==> config.mk <==
export PLATFORM = sky130hd
export DESIGN_NAME = alu_arbiter
export DESIGN_NICKNAME = d
export VERILOG_FILES = /design/src/rtl/alu_pkg.sv /design/src/rtl/rr_arbiter_2.sv /design/src/rtl/alu_arbiter.sv
export SDC_FILE = /design/constraint.sdc
export NUM_CORES = 1
export LEC_CHECK = 0
export ABC_CLOCK_PERIOD_IN_PS = 5200
export CAP_MARGIN = 30
export CORE_ASPECT_RATIO = 1.2
export CORE_MARGIN = 8
export CORE_UTILIZATION = 42
export DETAILED_ROUTE_END_ITERATION = 16
export GPL_TIMING_DRIVEN = 0
export PLACE_DENSITY_LB_ADDON = 0.05
export SLEW_MARGIN = 10
export SYNTH_ARGS = -nofsm -noshare
export SYNTH_HDL_FRONTEND = slang
export SYNTH_SLANG_ARGS = --single-unit
==> constraint.sdc <==
create_clock -name clk -period 5.2 [get_ports clk]
set_input_delay 0.52 -clock clk [delete_from_list [all_inputs] [get_ports clk]]
set_output_delay 0.52 -clock clk [all_outputs]
set_load 0.01 [all_outputs]
==> src/rtl/alu_pkg.sv <==
// Shared opcode, flag-index and arbiter-state definitions for the ALU arbiter.
// Opcode legality feeds the optional ALU_ARB_OP_CHECK_EN illegal-opcode filter.
package alu_pkg;

  typedef enum logic [3:0] {
    OP_ADD  = 4'h0,
    OP_SUB  = 4'h1,
    OP_INC  = 4'h4,
    OP_DEC  = 4'h5,
    OP_AND  = 4'h8,
    OP_OR   = 4'h9,
    OP_XOR  = 4'hA,
    OP_NOTA = 4'hB,
    OP_SHL  = 4'hC,
    OP_SHR  = 4'hD,
    OP_PASB = 4'hE
  } alu_op_t;

  localparam int FLAG_N = 3;
  localparam int FLAG_Z = 2;
  localparam int FLAG_C = 1;
  localparam int FLAG_V = 0;

  typedef enum logic [1:0] {
    ST_IDLE = 2'd0,
    ST_EXEC = 2'd1,
    ST_RESP = 2'd2
  } arb_state_t;

  function automatic logic op_is_legal(input logic [3:0] op);
    logic ok;
    ok = 1'b0;
    case (op)
      OP_ADD, OP_SUB, OP_INC, OP_DEC, OP_AND, OP_OR,
      OP_XOR, OP_NOTA, OP_SHL, OP_SHR, OP_PASB: ok = 1'b1;
      default: ok = 1'b0;
    endcase
    return ok;
  endfunction

endpackage

==> src/rtl/rr_arbiter_2.sv <==
// Two-way round-robin grant: a lone requester wins, a tie goes to the one not served last.
module rr_arbiter_2 (
  input  logic       valid0_i,
  input  logic       valid1_i,
  input  logic       last_i,
  output logic [1:0] grant_o
);

  always_comb begin
    grant_o = 2'b00;
    if (valid0_i && (!valid1_i || last_i)) grant_o = 2'b01;
    else if (valid1_i)                     grant_o = 2'b10;
  end

endmodule

==> src/rtl/alu_arbiter.sv <==
// Arbitrates two requesters onto one shared combinational ALU (IDLE -> EXEC -> RESP).
// Optional ALU_ARB_OP_CHECK_EN: illegal opcodes return result 0, flags 0 and rsp_err.
module alu_arbiter
  import alu_pkg::*;
#(
  parameter int N = 32
) (
  input  logic         clk,
  input  logic         rst,
  input  logic         req0_valid,
  input  logic         req1_valid,
  output logic         req0_ready,
  output logic         req1_ready,
  input  logic [N-1:0] req0_a,
  input  logic [N-1:0] req0_b,
  input  logic [N-1:0] req1_a,
  input  logic [N-1:0] req1_b,
  input  logic [3:0]   req0_op,
  input  logic [3:0]   req1_op,
  output logic         rsp0_valid,
  output logic         rsp1_valid,
  input  logic         rsp0_ready,
  input  logic         rsp1_ready,
  output logic [N-1:0] rsp_result,
  output logic [3:0]   rsp_flags,
  output logic         rsp_err,
  output logic [N-1:0] alu_a,
  output logic [N-1:0] alu_b,
  output logic [3:0]   alu_s,
  input  logic [N-1:0] alu_z,
  input  logic         alu_carry_out,
  input  logic         alu_msb_sum
);

  arb_state_t   state_q;
  logic         last_q;
  logic         idx_q;
  logic [N-1:0] a_q, b_q;
  logic [3:0]   op_q;
  logic [N-1:0] result_q;
  logic [3:0]   flags_q;
  logic         rsp0_vld_q, rsp1_vld_q;
  logic [1:0]   gnt;
  logic         accept;
  logic         rsp_take;
  logic [3:0]   flags_d;

  rr_arbiter_2 u_rr (
    .valid0_i (req0_valid),
    .valid1_i (req1_valid),
    .last_i   (last_q),
    .grant_o  (gnt)
  );

  assign req0_ready = (state_q == ST_IDLE) && gnt[0];
  assign req1_ready = (state_q == ST_IDLE) && gnt[1];
  assign accept     = (req0_valid && req0_ready) || (req1_valid && req1_ready);
  assign rsp_take   = idx_q ? rsp1_ready : rsp0_ready;

  // Carry/overflow only mean something for arithmetic ops (op[3] clear).
  always_comb begin
    flags_d         = 4'b0000;
    flags_d[FLAG_N] = alu_z[N-1];
    flags_d[FLAG_Z] = (alu_z == '0);
    flags_d[FLAG_C] = !op_q[3] && alu_carry_out;
    flags_d[FLAG_V] = !op_q[3] && alu_msb_sum;
  end

  assign alu_a      = a_q;
  assign alu_b      = b_q;
  assign alu_s      = op_q;
  assign rsp_result = result_q;
  assign rsp_flags  = flags_q;
  assign rsp0_valid = rsp0_vld_q;
  assign rsp1_valid = rsp1_vld_q;

`ifdef ALU_ARB_OP_CHECK_EN
  logic err_q;
  assign rsp_err = err_q;
`else
  assign rsp_err = 1'b0;
`endif

  always_ff @(posedge clk or posedge rst) begin
    if (rst) begin
      state_q    <= ST_IDLE;
      last_q     <= 1'b1;
      idx_q      <= 1'b0;
      a_q        <= '0;
      b_q        <= '0;
      op_q       <= '0;
      result_q   <= '0;
      flags_q    <= '0;
      rsp0_vld_q <= 1'b0;
      rsp1_vld_q <= 1'b0;
`ifdef ALU_ARB_OP_CHECK_EN
      err_q      <= 1'b0;
`endif
    end else begin
      case (state_q)
        ST_IDLE: begin
          if (accept) begin
            idx_q   <= gnt[1];
            last_q  <= gnt[1];
            a_q     <= gnt[1] ? req1_a  : req0_a;
            b_q     <= gnt[1] ? req1_b  : req0_b;
            op_q    <= gnt[1] ? req1_op : req0_op;
            state_q <= ST_EXEC;
          end
        end
        ST_EXEC: begin
`ifdef ALU_ARB_OP_CHECK_EN
          if (!op_is_legal(op_q)) begin
            result_q <= '0;
            flags_q  <= '0;
            err_q    <= 1'b1;
          end else begin
            result_q <= alu_z;
            flags_q  <= flags_d;
            err_q    <= 1'b0;
          end
`else
          result_q <= alu_z;
          flags_q  <= flags_d;
`endif
          rsp0_vld_q <= !idx_q;
          rsp1_vld_q <= idx_q;
          state_q    <= ST_RESP;
        end
        ST_RESP: begin
          // Always return to IDLE so a waiting request is arbitrated a cycle later.
          if (rsp_take) begin
            rsp0_vld_q <= 1'b0;
            rsp1_vld_q <= 1'b0;
            state_q    <= ST_IDLE;
          end
        end
        default: state_q <= ST_IDLE;
      endcase
    end
  end

endmodule

Word-level counts from Yosys, hierarchy flattened

Cells that the tools add are included.

Register bits: 110
Bits in latches: 0
Bits in writable memories: 0
Bits in read-only memories: 0
Input port bits: 176
Memories kept: 0

Add/subtract/negate cells: 0
Multipliers: 0
Div/mod/pow operators: 0
Magnitude comparators: 0
Eq/ne operators: 4
Shifts and indexed selects: 0
Mux-type cells: 12
Bitwise operators: 0
Reductions and logical operators: 18

Operator list:

| cell                 | number |
|---|---|
| $mux W32             | 2 |
| $logic_not A32 Y1    | 1 |
| $mux W2              | 4 |
| $logic_and A1 B1 Y1  | 7 |
| $pmux W2 S3          | 1 |
| $reduce_and A2 Y1    | 3 |
| $mux W4              | 1 |
| $ne A2 B2 Y1 const B | 2 |
| $pmux W1 S2          | 2 |
| $logic_not A1 Y1     | 3 |
| $eq A2 B1 Y1 const B | 1 |
| $eq A2 B2 Y1 const B | 1 |
| $logic_not A2 Y1     | 1 |
| $logic_or A1 B1 Y1   | 2 |
| $mux W1              | 2 |
| $reduce_bool A2 Y1   | 1 |

Logic depth before layout (Yosys ltp)

Word-level depth: 9
Depth in mapped cells: 7

By module

From an unflattened synthesis, not the netlist that was laid out.

Cells, all modules: 353
Area total of the unflattened synthesis: 5064.9 um^2

Modules (own cells, without submodules):

| module       | instances | cells an instance | area an instance (um^2) |
|---|---|---|---|
| alu_arbiter  | 1         | 350               | 5046.1 |
| rr_arbiter_2 | 1         | 3                 | 18.8 |

Worst setup path before layout

OpenSTA, ideal clock, no wires.

Kind: input -> output
Start point: input req1_valid
End point: output req1_ready
Data arrival time: 1.269 ns
Setup slack: 3.411 ns
Stages: 4
Cell sequence: a21boi_2 -> buf_6 -> buf_6 -> and2_1

Cells in the longest elaborated chain, start to end: 5

RTL lines:

| element               | RTL line           | source |
|---|---|---|
| from (decl)           | alu_arbiter.sv:11  | `input logic req1_valid,` |
| $logic_not A1 Y1      | rr_arbiter_2.sv:11 | `if (valid0_i && (!valid1_i \|\| last_i)) grant_o = 2'b01;` |
| $logic_or A1 B1 Y1    | rr_arbiter_2.sv:11 |  |
| $logic_and A1 B1 Y1   | rr_arbiter_2.sv:11 |  |
| $mux W2 *             | rr_arbiter_2.sv:11 |  |
| $logic_and A1 B1 Y1 * | alu_arbiter.sv:56  | `assign req1_ready = (state_q == ST_IDLE) && gnt[1];` |
| to (decl)             | alu_arbiter.sv:13  | `output logic req1_ready,` |

Mark *: on every way between the ends. The rest lies on a longest branch, timed or not.

Final worst setup path

Ends and elaborated chain as after synthesis.

==> out/results.ini <==
[run_status]
status=completed

[floorplanning]
top_level_ports=285
die_y_um=137
dieArea_um2=15900
core_um2=12000
start_util_pct=42.5
rows=44
die_w_um=117

[setup_path]
startpoint_type=primary input
cpPeakStageDelay_ps=580
critPathRequiredTime_ps=4680
end_kind=primary output
rr_startpoint=last_q$_DFFE_PP1P_
r2r_end=alu_a[20]$_DFFE_PP0P_
slowest_stage=clkdlybuf4s50_1
cp_max_fo=10
crit_chain=clkdlybuf4s50_1 > a21boi_2 > buf_6 > buf_6 > and2_1 > clkdlybuf4s50_1
critical_path_class=primary input to primary output
r2r_slack_ps=3360
reg2reg_depth=4
arrival_ps=2550

[worst_hold_path]
min_from=rsp_flags[1]$_DFFE_PP0P_
min_to=rsp_flags[1]$_DFFE_PP0P_
min_path_cells=2
holdCritPathClass=register to register

[placed_design]
post-dp-hpwl_um=13200
placed_cell_area_um2=8170
place_congestion=0.779
place_ws_ps=2050
io_buffer_count=283

[sta]
period_needed_ps=3070
finalWorstSetupSlack_ps=2130
skew_ps=7.21
slew_headroom_pct=66.0
hold_viol=0
report.final.slew_viol_count=0
setup_viol=0
period_share_pct=59.1
max_slew.worst_pin.slew_ps=509
rsz0062_at_grt=false
fmax_mhz=325
setup_tns_ps=0

[routing]
dr.first_iter.drc_count=101
drc=0
firstDrtPassIters=4
via_per_inst=4.86
vias=3926
routedWlPerCell_um=19.9
postRouteAntennaNets=0
wl_um=16100

[clock_network]
clockBufferDepth=2
cts_buffers=9
clock_latency_ps=330
post-cts-setup-buffers=0
ctsResizeCount=0
cts_tree=built
ctsHoldBuffers=0
cts.sinks=109
path_clk_slew_ps=60
htree_levels=3
cts-root-buf=clkbuf_16

[global_routing]
grt_pass1_wl_um=24100
grt_pass1_vias=4486
grt_max_degree=57
grt_antenna_before_repair=1
grt_overflow=0
grt_use_total_pct=19.8

[synthesis]
synth.cell_area_um2=5100
synth_edf_count=0
yosys_warnings=0
ys_types=29
syn-num-nets=522
ys_seq_elements=109
async_flop_share_pct=100
yosysSeqAreaShare_pct=53.5
postSynthAreaPerCell_um2=14.8
postSynthCellCount=346
synthFlopType=dfrtp_1

[power]
ir_worst_vdd_mv=0.392
powerDensity_nw_per_um2=538
p_leak_nw=3.46

[final_layout]
area_delta_synth_final_pct=65.6
design_area_um2=8450
fillers=917
finalNetCount=817
final_layout_size_suffix_gt1_share_pct=32.2

[run]
maxCapViolCount=0

==> placed cells by master, fill, tap and decap left out <==
cell type	Yosys	final
nor2b_1	1	1
o21a_1	1	1
clkbuf_8	0	2
a221oi_1	1	1
a21boi_2	1	1
nand4_1	2	2
mux2_1	2	2
conb_1	1	1
nand3_1	2	2
clkbuf_16	0	9
a21o_1	2	2
nand4b_1	1	1
nand2b_1	5	5
nor4_1	8	8
and2_1	1	1
dfrtp_1	108	108
o31ai_1	1	1
diode_2	0	1
a21oi_1	3	3
nor2_2	1	1
buf_4	2	2
buf_16	0	1
mux2_2	148	148
buf_6	4	4
inv_1	3	2
inv_6	0	1
mux2_4	18	18
clkdlybuf4s50_1	0	283
clkinvlp_4	0	1
buf_2	16	16
clkbuf_1	1	2
nor3_1	1	1
nand2_1	6	6
nand3b_1	3	3
clkinv_2	0	3
o21ai_0	2	2
dfstp_2	1	1
==> critical path: cells and delay by family <==
family	cells	cell delay [ps]
buf+inv	4	1470
compound gates	1	370
simple gates	1	180
==> synth_stat cells, types with 2 or more instances <==
| master | instances | area (µm²) |
|---|---|---|
| a21o_1 | 2 | 15.0 |
| a21oi_1 | 3 | 15.0 |
| buf_2 | 16 | 80.1 |
| buf_4 | 2 | 15.0 |
| buf_6 | 4 | 45.0 |
| dfrtp_1 | 108 | 2700 |
| inv_1 | 3 | 11.3 |
| mux2_1 | 2 | 22.5 |
| mux2_2 | 148 | 1670 |
| mux2_4 | 18 | 270 |
| nand2_1 | 6 | 22.5 |
| nand2b_1 | 5 | 31.3 |
| nand3_1 | 2 | 10.0 |
| nand3b_1 | 3 | 22.5 |
| nand4_1 | 2 | 12.5 |
| nor4_1 | 8 | 50.1 |
| o21ai_0 | 2 | 10.0 |
==> final cells by class <==
type | count | area (µm²) | area share [%]
inverters | 3 | 16.3 | 0.192
clock inverters | 4 | 22.5 | 0.266
plain buffers | 23 | 144 | 1.70
well taps | 161 | 201 | 2.38
multi-input cells | 211 | 2220 | 26.3
diodes | 1 | 2.50 | 0.0296
repair buffers | 284 | 2860 | 33.8
flip-flops and latches | 109 | 2730 | 32.3
clock buffers | 12 | 256 | 3.03
==> metal layers <==
layer	GRT usage [%]	routed length, µm	vias to the layer above
met1	21.6	5940	1885
met3	8.04	1680	26
met5	0	0	-
met2	33.8	8010	175
met4	7.27	430	0
li1	-	-	1840
==> flip-flops by register name, indices dropped and copies added (netlist names) <==
register / count
idx_q: 1
rsp_result: 32
alu_b: 32
last_q: 1
alu_s: 4
rsp1_valid: 1
state_q: 2
alu_a: 32
rsp_flags: 3
rsp0_valid: 1
==> metrics by stage <==
stage               instances  hold slack (ps)  total power [mW]  utilization (%)
global route              808              517              4.82             70.4
finish                    808              482              4.55             70.4
global placement          790              463              3.89             67.8
detailed placement        791              476              3.96             68.1
CTS                       807              491              4.61             70.4
floorplan                 346              505              2.67                -
==> kinds of logic (layout without fill, tap and decap cells) <==
family,Yosys count,after routing,share of synthesized area (%)
compound gates,11,11,1.47
buf+inv,26,326,3.04
flops,109,109,53.5
mux,168,168,38.4
other cells,1,2,0.0735
simple gates,31,31,3.55
==> worst max path at each step <==
stage	startpoint	to	cells past startpoint
final	req1_valid	req1_ready	6
after floorplan	rst	alu_a[0]$_DFFE_PP0P_	1
after CTS	req1_valid	req1_ready	6
after global routing	req1_valid	req1_ready	6
after global placement	rst	rsp_result[29]$_DFFE_PP0P_	2
after detailed placement	req1_valid	req1_ready	6
==> where the power goes <==
part	internal, mW	switching [mW]	total, mW
Sequential	1.29	0.232	1.52
Clock	0.349	0.294	0.644
Combinational	1.49	0.898	2.38
Total	3.12	1.42	4.55
(Power assumes the default switching activity.)
